--- config.mk ---
export PLATFORM = sky130hd
export DESIGN_NAME = dist_ram_nxw
export DESIGN_NICKNAME = d
export VERILOG_FILES = /design/src/rtl/dist_ram_nxw.sv
export SDC_FILE = /design/constraint.sdc
export NUM_CORES = 1
export LEC_CHECK = 0
export CAP_MARGIN = 20
export CORE_MARGIN = 2
export CORE_UTILIZATION = 45
export DETAILED_ROUTE_END_ITERATION = 12
export GPL_ROUTABILITY_DRIVEN = 0
export GPL_TIMING_DRIVEN = 1
export PLACE_DENSITY = 0.72
export SLEW_MARGIN = 20
export SYNTH_ARGS = -nofsm -noshare
export SYNTH_HDL_FRONTEND = slang
export SYNTH_SLANG_ARGS = --single-unit
--- constraint.sdc ---
create_clock -name WCLK -period 5.2 [get_ports WCLK]
set_input_delay 1.04 -clock WCLK [delete_from_list [all_inputs] [get_ports WCLK]]
set_output_delay 1.04 -clock WCLK [all_outputs]
set_load 0.05 [all_outputs]
--- src/rtl/dist_ram_nxw.sv ---
// ---------------------------------------------------------------------------
// dist_ram_nxw
//
// Purpose:
//   Simple dual-address distributed RAM (one write port, one read port) of
//   2**ADDR_W words by WIDTH bits. It has a built-in clear sweep that writes
//   zero to every word, one word per clock, starting from word 0. The read
//   port is either combinational (OUT_REG=0) or registered (OUT_REG=1). The
//   registered port can return old or new data during a read-during-write
//   to the same address (WRITE_FIRST).
//
// Parameters:
//   WIDTH       data width in bits (1..64)
//   ADDR_W      address width, DEPTH = 2**ADDR_W
//   INIT        power-up contents, word n = INIT[n*WIDTH +: WIDTH]
//   OUT_REG     0 = asynchronous read, 1 = registered read
//   WRITE_FIRST registered read-during-write: 0 = old data, 1 = new data
//   CLR_ON_RST  1 = start a clear sweep automatically when reset releases
//
// Ports:
//   WCLK  in   single clock, all state changes on the rising edge
//   RST   in   synchronous active-high reset (does not touch memory contents)
//   WE    in   user write enable
//   WA    in   write address
//   D     in   write data
//   RA    in   read address, independent of WA
//   O     out  read data
//   CLR   in   single-cycle clear request
//   BUSY  out  high while a clear sweep is in progress
//   DONE  out  one-cycle pulse after the last word of a sweep is written
// ---------------------------------------------------------------------------
module dist_ram_nxw #(
  parameter int                             WIDTH       = 1,
  parameter int                             ADDR_W      = 7,
  parameter logic [WIDTH*(2**ADDR_W)-1:0]   INIT        = '0,
  parameter bit                             OUT_REG     = 1'b0,
  parameter bit                             WRITE_FIRST = 1'b0,
  parameter bit                             CLR_ON_RST  = 1'b0
) (
  input  logic              WCLK,
  input  logic              RST,
  input  logic              WE,
  input  logic [ADDR_W-1:0] WA,
  input  logic [WIDTH-1:0]  D,
  input  logic [ADDR_W-1:0] RA,
  output logic [WIDTH-1:0]  O,
  input  logic              CLR,
  output logic              BUSY,
  output logic              DONE
);

  localparam int DEPTH = 2**ADDR_W;

  typedef enum logic {
    IDLE  = 1'b0,
    CLEAR = 1'b1
  } state_t;

  state_t            state;
  state_t            state_nxt;
  logic [ADDR_W-1:0] cnt;
  logic [ADDR_W-1:0] cnt_nxt;
  logic              done_nxt;
  logic              start_sweep;

  // Reset seen on the previous edge; lets CLR_ON_RST detect the first edge
  // after reset releases.
  logic              rst_q = 1'b0;

  // Packed so that word n lines up with INIT[n*WIDTH +: WIDTH] directly.
  logic [DEPTH-1:0][WIDTH-1:0] mem = INIT;

  // Effective write port, shared by user writes and the clear sweep.
  logic              mem_we;
  logic [ADDR_W-1:0] mem_wa;
  logic [WIDTH-1:0]  mem_wd;

  // A sweep is requested either by the CLR strobe or, when enabled, by the
  // first edge after reset has been released.
  assign start_sweep = CLR || (CLR_ON_RST && rst_q);

  // BUSY is simply the CLEAR state, so it rises on the edge that accepts the
  // request and falls on the edge that writes the last word.
  assign BUSY = (state == CLEAR);

  // Next-state and write-port selection. In IDLE the user owns the write
  // port unless a sweep is starting on this edge, in which case the user
  // write is dropped. In CLEAR the sweep owns the port and user writes are
  // dropped. Reset blocks every write so that memory contents survive it
  // and a sweep in flight stops at the reset edge.
  always_comb begin
    state_nxt = state;
    cnt_nxt   = cnt;
    done_nxt  = 1'b0;
    mem_we    = 1'b0;
    mem_wa    = WA;
    mem_wd    = D;
    case (state)
      IDLE: begin
        if (start_sweep) begin
          state_nxt = CLEAR;
          cnt_nxt   = '0;
        end else if (WE) begin
          mem_we = 1'b1;
        end
      end
      CLEAR: begin
        mem_we  = 1'b1;
        mem_wa  = cnt;
        mem_wd  = '0;
        cnt_nxt = cnt + ADDR_W'(1);
        // The edge that writes the last word ends the sweep; the counter
        // wraps naturally back to zero.
        if (&cnt) begin
          state_nxt = IDLE;
          done_nxt  = 1'b1;
        end
      end
      default: begin
        state_nxt = IDLE;
      end
    endcase
    if (RST) begin
      mem_we = 1'b0;
    end
  end

  // Control registers: state, sweep counter, DONE pulse and the delayed
  // reset used to spot reset release.
  always_ff @(posedge WCLK) begin
    rst_q <= RST;
    if (RST) begin
      state <= IDLE;
      cnt   <= '0;
      DONE  <= 1'b0;
    end else begin
      state <= state_nxt;
      cnt   <= cnt_nxt;
      DONE  <= done_nxt;
    end
  end

  // Memory array write. No reset here on purpose: contents are only ever
  // changed by user writes and the clear sweep.
  always_ff @(posedge WCLK) begin
    if (mem_we) begin
      mem[mem_wa] <= mem_wd;
    end
  end

  generate
    if (OUT_REG) begin : g_reg_read
      logic [WIDTH-1:0] o_q;

      // Registered read. mem[RA] is the pre-edge word, which is the
      // old-data answer on a collision. With WRITE_FIRST the word being
      // written this edge (user data or sweep zero) is forwarded instead.
      always_ff @(posedge WCLK) begin
        if (RST) begin
          o_q <= '0;
        end else if (WRITE_FIRST && mem_we && (mem_wa == RA)) begin
          o_q <= mem_wd;
        end else begin
          o_q <= mem[RA];
        end
      end

      assign O = o_q;
    end else begin : g_async_read
      // Combinational read; a write shows up as soon as the edge that
      // performs it has updated the array.
      assign O = mem[RA];
    end
  endgenerate

endmodule

==> impl_metrics.env, run 1 <==
export IMPL_critical_path_slowest_cell="clkdlybuf4s50_1"
export IMPL_die_h_um=122
export IMPL_utilization=0.525
export IMPL_power_w=0.00255
export IMPL_placed_area_um2=6630
export IMPL_clock_sinks=137
export IMPL_path_max_fanout=6
export IMPL_tightest_slew_ns=1.07
export IMPL_cts_hold_buf=0
export IMPL_setup_viol=0
export IMPL_antenna_left=0
export IMPL_worst_setup_path_start_kind="input port"
export IMPL_hold_path_class="flop to flop"
export IMPL_fin_cells=691
export IMPL_cts_resized=0
export IMPL_clkLatencyLatePin_ns=0.42
export IMPL_leakage_nw=2.25
export IMPL_synth_edf_count=128
export IMPL_synthMuxAreaShare=0.139
export IMPL_place_hpwl_mm=8.09
export IMPL_yosys_warnings=0
export IMPL_wl_mm=13.4
export IMPL_power_density_nw_per_um2=355
export IMPL_irDropWorstVdd_v=0.000228
export IMPL_vias=3951
export IMPL_crit_type="input port to primary output"
export IMPL_start_util=0.455
export IMPL_cts_setup_buffers=0
export IMPL_rows=43
export IMPL_slowest_delay_ns=0.63
export IMPL_yosysTopAreaCell="edfxtp_1"
export IMPL_viasPerCell=5.72
export IMPL_gr_total_overflow=0
export IMPL_crit_required_ns=4.16
export IMPL_clkTransAtPathRegs_ns=0.06
export IMPL_grt_setup_unrepaired="no"
export IMPL_ys_top_cells_by_area="edfxtp_1, mux4_2, nor2_1, mux4_1, dfxtp_1"
export IMPL_max_cap_viol_count=0
export IMPL_max_freq_mhz=222
export IMPL_syn_inst=475
export IMPL_crit_family="multiplexers"
export IMPL_drcViolationCount=0
export IMPL_first_global_vias=4090
export IMPL_cp_arrival_ns=3.46
export IMPL_outcome="complete, no violations"
export IMPL_port_buffers=21
export IMPL_fin_setup_tns_ns=0
export IMPL_clock_root_buffer="clkbuf_16"
export IMPL_synth_seq_area_share=0.645
export IMPL_avgRoutedWirePerCell_um=19.4
export IMPL_cts_max_path_buffers=2
export IMPL_slew_headroom=0.287
export IMPL_period_minus_slack_ns=4.50
export IMPL_fin_nets=518
export IMPL_synth_compound_area_frac=0.0397
export IMPL_drive_above_1_share=0.137
export IMPL_numCtsBuffers=17
export IMPL_syn_nets=495
export IMPL_min_period_over_period=0.866
export IMPL_grt_pass1_wl_mm=21.7
export IMPL_synthArstFlopShare=0
export IMPL_grt_max_degree=129
export IMPL_endpoint_kind="primary output"
export IMPL_dieArea_um2=14800
export IMPL_dpl_cell_count=659
export IMPL_critical_path_cell_chain="clkdlybuf4s50_1 > mux4_1 > mux4_2 > and3b_1 > a31oi_1 > nand4_1 > buf_4"
export IMPL_synth_cell_types=40
export IMPL_synth_avg_cell_area_um2=13.1
export IMPL_drv_slew=0
export IMPL_final_area_um2=7200
export IMPL_crit_buf_inv=2
export IMPL_detail_route_first_pass_iterations=5
export IMPL_drt_iter0_drc=461
export IMPL_grt_usage=0.201
export IMPL_ys_ff_latch=137
export IMPL_finalHoldViolCount=0
export IMPL_io_pins=22
export IMPL_area_growth_pct=15.5
export IMPL_ys_flop_type="edfxtp_1"
export IMPL_synth_top_family_by_area="simple AND/OR/NAND/NOR gates"
export IMPL_synth_xor_xnor_area_share=0
export IMPL_yosys_area_share_simple=0.151
export IMPL_synthAdderAreaFrac=0.00201
export IMPL_antenna_found_initial=0
export IMPL_cts_tree="yes"
export IMPL_coreArea_um2=13700
export IMPL_htree_num_levels=4
export IMPL_diodes=0
export IMPL_dieWidth_um=122
export IMPL_synth_area_um2=6240
export IMPL_skew_ns=0.00565
export IMPL_synth_largest_type_area_fraction=0.616
[registers in the layout, summed over array words and instances, names as in the netlist]
register,count
cnt,7
DONE,1
mem,128
BUSY,1
[final cells by class]
cell class,count,area (um^2)
multi-input cells,304,2080
flip-flops and latches,137,4020
clock inverters,15,153
repair buffers,30,270
fillers,1161,6520
clock buffers,17,425
well taps,180,225
inverters,8,30.0
[stage by stage]
| stage | hold slack [ns] | worst slack [ns] |
|---|---|---|
| after floorplan | 0.486 | 0.0259 |
| after global placement | 0.509 | 0.759 |
| after detailed placement | 0.525 | 0.672 |
| after CTS | 0.530 | 0.667 |
| after global routing | 0.576 | 0.541 |
| final | 0.538 | 0.697 |
[cells in the mapped netlist, types with 2 or more instances]
cell type and instances:
a32o_1 4, nor2_1 151, mux2i_1 10, mux4_2 26, inv_1 8, nor2b_1 7
nand4_1 4, nand4b_1 2, nor4_1 3, a22o_1 2, mux4_1 7, a32oi_1 2
nand3b_1 3, o32ai_1 2, buf_2 6, o21ai_0 6, and3b_1 2, nor3_1 3
dfxtp_1 9, clkbuf_1 16, a21oi_1 10, edfxtp_1 128, nand2_1 33, a211oi_1 3
nand3_1 12, buf_1 2
[cell families after synthesis]
group           Yosys count
compound gates           36
simple gates            224
flops                   137
mux                      43
fa+ha+maj                 1
buf+inv                  34
[layout by cell type (no fill, tap or decap), types with 2 or more instances in the layout]
| cell type | instances |
|---|---|
| and3b_1 | 2 |
| clkbuf_16 | 17 |
| edfxtp_1 | 128 |
| a32oi_1 | 2 |
| nor4_1 | 3 |
| o32ai_1 | 2 |
| nand2_1 | 33 |
| o21ai_0 | 6 |
| inv_1 | 8 |
| mux4_1 | 7 |
| a22o_1 | 2 |
| clkdlybuf4s50_1 | 19 |
| a211oi_1 | 3 |
| clkinv_4 | 5 |
| nand3b_1 | 3 |
| nor2b_1 | 6 |
| a21oi_1 | 10 |
| buf_4 | 10 |
| mux4_2 | 26 |
| mux2i_1 | 10 |
| dfxtp_1 | 9 |
| nor2_1 | 151 |
| clkinv_2 | 4 |
| nand4b_1 | 2 |
| nand4_1 | 4 |
| nand3_1 | 12 |
| bufinv_16 | 2 |
| nor3_1 | 3 |
| inv_6 | 2 |
| a32o_1 | 4 |
[final timing paths]
path / from / to / slack (ns) / depth (start not counted)
min reg2reg: cnt[6] / DONE / 0.54 / 2
max: RA[1] / O / 0.70 / 7
min: cnt[6] / DONE / 0.54 / 2
max reg2reg: BUSY / mem[106] / 2.55 / 6
[metal layers]
metal | part of all wire | track usage | vias up
met2 | 0.49 | 0.319 | 146
li1 | - | - | 1808
met5 | 0 | 0 | -
met4 | 0.014 | 0.0718 | 0
met3 | 0.065 | 0.0562 | 16
met1 | 0.43 | 0.269 | 1981
[worst register-to-register path, delay by kind of cell, from the launching register on]
| family | cells | cell delay [ns] |
|---|---|---|
| flops | 1 | 0.29 |
| compound gates | 1 | 0.73 |
| simple gates | 3 | 0.79 |
| buf+inv | 2 | 0.54 |
[power breakdown]
part	internal, W	switching [W]	total (W)
Combinational	0.0000606	0.000104	0.000164
Sequential	0.00121	0.00000180	0.00121
Clock	0.000706	0.000470	0.00118
Note: power is estimated with default switching activity, not from simulation.
==> inputs of run 2 (changes only) <==
--- a/config.mk
+++ b/config.mk
@@ -6,6 +6,7 @@
 export NUM_CORES = 1
 export LEC_CHECK = 0
 export CAP_MARGIN = 20
+export CORE_ASPECT_RATIO = 2
 export CORE_MARGIN = 2
 export CORE_UTILIZATION = 45
 export DETAILED_ROUTE_END_ITERATION = 12
==> impl_metrics.env, run 2 (synthesized netlist as in run 1, its figures left out) <==
export IMPL_outcome="complete, no violations"
export IMPL_cp_common_cell="mux4_2"
export IMPL_dieWidth_um=87.3
export IMPL_vias=3966
export IMPL_viasPerCell=5.98
export IMPL_avgRoutedWirePerCell_um=20.4
export IMPL_area_growth_pct=15.8
export IMPL_min_period_over_period=0.877
export IMPL_critical_path_slowest_cell="clkdlybuf4s50_1"
export IMPL_cts_resized=0
export IMPL_finalHoldViolCount=0
export IMPL_rows=60
export IMPL_clkTransAtPathRegs_ns=0.06
export IMPL_port_buffers=21
export IMPL_die_h_um=171
export IMPL_cp_arrival_ns=3.52
export IMPL_max_freq_mhz=219
export IMPL_cts_hold_buf=0
export IMPL_utilization=0.535
export IMPL_crit_type="input port to primary output"
export IMPL_period_minus_slack_ns=4.56
export IMPL_crit_required_ns=4.16
export IMPL_cts_setup_buffers=0
export IMPL_clkLatencyLatePin_ns=0.42
export IMPL_gr_total_overflow=0
export IMPL_numCtsBuffers=17
export IMPL_coreArea_um2=13500
export IMPL_clock_sinks=137
export IMPL_endpoint_kind="primary output"
export IMPL_max_cap_viol_count=0
export IMPL_fin_nets=516
export IMPL_power_density_nw_per_um2=370
export IMPL_grt_max_degree=49
export IMPL_crit_buf_inv=2
export IMPL_multi_input_area_um2=2080
export IMPL_path_max_fanout=11
export IMPL_slew_headroom=0.409
export IMPL_drv_slew=0
export IMPL_place_hpwl_mm=8.68
export IMPL_start_util=0.462
export IMPL_drt_iter0_drc=377
export IMPL_htree_num_levels=4
export IMPL_final_cell_mix="nor2_1, edfxtp_1, nand2_1"
export IMPL_cts_tree="yes"
export IMPL_final_area_um2=7220
export IMPL_regArea_um2=4030
export IMPL_antenna_left=0
export IMPL_grt_pass1_wl_mm=21.5
export IMPL_regMostFlops="mem"
export IMPL_worst_setup_path_start_kind="input port"
export IMPL_leakage_nw=2.26
export IMPL_drive_above_1_share=0.130
export IMPL_critical_path_cell_chain="clkdlybuf4s50_1 > mux4_2 > mux4_2 > and3b_1 > a31oi_1 > nand4_1 > buf_4"
export IMPL_crit_family="buffers and inverters"
export IMPL_fin_setup_tns_ns=0
export IMPL_reg_top3="mem (128), cnt (7)"
export IMPL_cts_max_path_buffers=2
export IMPL_diodes=0
export IMPL_drcViolationCount=0
export IMPL_grt_setup_unrepaired="no"
export IMPL_tightest_slew_ns=0.884
export IMPL_grt_usage=0.197
export IMPL_antenna_found_initial=0
export IMPL_placed_area_um2=6590
export IMPL_io_pins=22
export IMPL_hold_path_class="flop to flop"
export IMPL_irDropWorstVdd_v=0.000237
export IMPL_dieArea_um2=14900
export IMPL_first_global_vias=4023
export IMPL_slowest_delay_ns=0.87
export IMPL_detail_route_first_pass_iterations=5
export IMPL_clock_root_buffer="clkbuf_16"
export IMPL_setup_viol=0
export IMPL_wl_mm=13.5
export IMPL_skew_ns=0.00848
export IMPL_nFillCells=1106
export IMPL_mostFrequentLayoutCell="nor2_1"
export IMPL_largest_reg_flops=128
## run 2: worst reg2reg max path, cell delays in order, from the launching register on
cell and delay [ns]:
dfxtp_2 0.70, inv_1 0.35, o32ai_1 0.81, nand2_1 0.41, nor2_1 0.26
## run 2: power breakdown
part	internal (W)	leakage, nW	switching, W
sequential	0.00121	1.24	0.00000656
combinational	0.0000613	0.723	0.0000986
clock	0.000845	0.305	0.000449
## run 2: final timing paths
kind	start	slack, ns	endpoint	cells after the start
max reg2reg	BUSY	2.36	mem[109]	4
max	RA[2]	0.64	O	7
min	cnt[6]	0.52	DONE	2
min reg2reg	cnt[6]	0.52	DONE	2
## run 2: area by class of cell
cell class	count	area share
Clock buffer	18	0.0594
Clock inverter	13	0.0279
Inverter	8	0.00416
Multi-Input combinational cell	304	0.287
Sequential cell	137	0.557
Tap cell	155	0.0268
Timing Repair Buffer	28	0.0371
## run 2: per-layer routing
layer  routed length (um)  part of all wire  global-route usage  vias to the layer above
li1                     -                 -                   -                     1805
met1                 4860              0.36               0.222                     1986
met2                 7630              0.56               0.348                      148
met3                  699             0.052              0.0478                       27
met4                  340             0.025              0.0849                        0
met5                    0                 0                   0                        -
## run 2: through the flow
| stage | setup WS, ns | power, W | instances | hold WS [ns] |
|---|---|---|---|---|
| after detailed placement | 0.679 | 0.00140 | 632 | 0.526 |
| after global routing | 0.549 | 0.00274 | 663 | 0.561 |
| after floorplan | 0.0259 | 0.00135 | 475 | 0.486 |
| after global placement | 0.699 | 0.00140 | 632 | 0.511 |
| final | 0.640 | 0.00267 | 663 | 0.523 |
| after CTS | 0.657 | 0.00268 | 663 | 0.529 |
==> inputs of run 3 (changes only) <==
--- a/config.mk
+++ b/config.mk
@@ -12,7 +12,6 @@
 export DETAILED_ROUTE_END_ITERATION = 12
 export GPL_ROUTABILITY_DRIVEN = 0
 export GPL_TIMING_DRIVEN = 1
-export PLACE_DENSITY = 0.72
 export SLEW_MARGIN = 20
 export SYNTH_ARGS = -nofsm -noshare
 export SYNTH_HDL_FRONTEND = slang
==> impl_metrics.env, run 3 (synthesized netlist as in run 1, its figures left out) <==
export IMPL_drcViolationCount=0
export IMPL_crit_required_ns=4.16
export IMPL_r2r_end="mem[110]"
export IMPL_numCtsBuffers=17
export IMPL_grt_setup_unrepaired="no"
export IMPL_power_w=0.00256
export IMPL_cts_max_path_buffers=2
export IMPL_r2r_start="BUSY"
export IMPL_drt_iter0_drc=227
export IMPL_gr_total_overflow=0
export IMPL_hold_path_class="flop to flop"
export IMPL_finalHoldViolCount=0
export IMPL_clock_root_buffer="clkbuf_16"
export IMPL_clock_sinks=137
export IMPL_whs_ns=0.544
export IMPL_tightest_slew_ns=0.942
export IMPL_final_cell_mix="nor2_1, edfxtp_1, nand2_1"
export IMPL_port_buffers=21
export IMPL_power_density_nw_per_um2=357
export IMPL_io_pins=22
export IMPL_die_h_um=171
export IMPL_fin_setup_tns_ns=0
export IMPL_utilization=0.532
export IMPL_vias=3895
export IMPL_mostFrequentLayoutCell="nor2_1"
export IMPL_irDropWorstVdd_v=0.000273
export IMPL_max_freq_mhz=220
export IMPL_worst_slack_ns=0.646
export IMPL_endpoint_kind="primary output"
export IMPL_skew_ns=0.00776
export IMPL_cts_setup_buffers=0
export IMPL_slew_headroom=0.370
export IMPL_coreArea_um2=13500
export IMPL_largest_reg_flops=128
export IMPL_leakage_nw=2.24
export IMPL_regMostFlops="mem"
export IMPL_ff2ff_setup_slack_ns=2.50
export IMPL_grt_pass1_wl_mm=21.8
export IMPL_antenna_left=0
export IMPL_grt_max_degree=97
export IMPL_reg_top3="mem (128), cnt (7)"
export IMPL_place_hpwl_mm=8.97
export IMPL_diodes=0
export IMPL_period_minus_slack_ns=4.55
export IMPL_antenna_found_initial=0
export IMPL_rows=60
export IMPL_dieWidth_um=87.3
export IMPL_start_util=0.462
export IMPL_viasPerCell=5.86
export IMPL_first_global_vias=4015
export IMPL_crit_type="input port to primary output"
export IMPL_outcome="complete, no violations"
export IMPL_wl_mm=13.9
export IMPL_path_max_fanout=6
export IMPL_cts_hold_buf=0
export IMPL_htree_num_levels=4
export IMPL_cts_tree="yes"
export IMPL_endpoint="O"
export IMPL_detail_route_first_pass_iterations=5
export IMPL_max_cap_viol_count=0
export IMPL_fin_nets=517
export IMPL_grt_usage=0.201
export IMPL_clkTransAtPathRegs_ns=0.06
export IMPL_hold_start="cnt[6]"
export IMPL_worst_setup_path_start_kind="input port"
export IMPL_cts_resized=0
export IMPL_drv_slew=0
export IMPL_setup_viol=0
export IMPL_clkLatencyLatePin_ns=0.41
export IMPL_min_period_over_period=0.876
export IMPL_avgRoutedWirePerCell_um=20.9
export IMPL_ff2ff_path_depth=5
export IMPL_drive_above_1_share=0.135
export IMPL_area_growth_pct=15.2
export IMPL_cp_arrival_ns=3.51
export IMPL_startpoint="RA[1]"
export IMPL_dieArea_um2=14900
export IMPL_dp_slack_ns=0.666
run 3: changes by cell type in the layout (fill, tap and decap cells not counted), sizes merged:
cell / previous run / this run
clkbuf: 18 / 19
inv: 9 / 11
clkinvlp: 1 / 4
buf: 9 / 10
clkinv: 6 / 4
bufinv: 5 / 2
run 3: worst min path at each step:
stage / end / slack, ns / cells after the start
after detailed placement: DONE / 0.54 / 2
after global placement: DONE / 0.52 / 2
after global routing: cnt[0] / 0.57 / 2
after CTS: DONE / 0.54 / 2
final: DONE / 0.54 / 2
after floorplan: cnt[0] / 0.49 / 2
run 3: routing by layer:
metal / track usage / part of all wire / vias up
met2: 0.359 / 0.56 / 100
met5: 0 / 0 / -
li1: - / - / 1804
met4: 0.0816 / 0.025 / 0
met1: 0.235 / 0.38 / 1967
met3: 0.0328 / 0.032 / 24
run 3: worst max-delay path, stage by stage:
cell	delay, ns
clkdlybuf4s50_1	0.70
mux4_1	0.63
mux4_2	0.48
and3b_1	0.19
a31oi_1	0.15
nand4_1	0.11
buf_4	0.21
run 3: through the flow:
| stage | std cells | area (um^2) |
|---|---|---|
| floorplan | 475 | 6240 |
| global placement | 633 | 6600 |
| detailed placement | 633 | 6600 |
| CTS | 665 | 7190 |
| global route | 665 | 7190 |
| finish | 665 | 7190 |
run 3: final cells by class:
cell class                 instances  area, um^2
fill                            1130        6330
clock buffer                      19         443
multi-input combinational        304        2080
timing repair buffer              29         275
sequential                       137        4020
clock inverter                    13         144
tap                              155         194
inverter                           8        30.0
run 3: power by group:
group	switching, W	internal (W)
clock	0.000459	0.000722
combinational	0.000105	0.0000612
sequential	0.00000171	0.00121
total	0.000567	0.00200
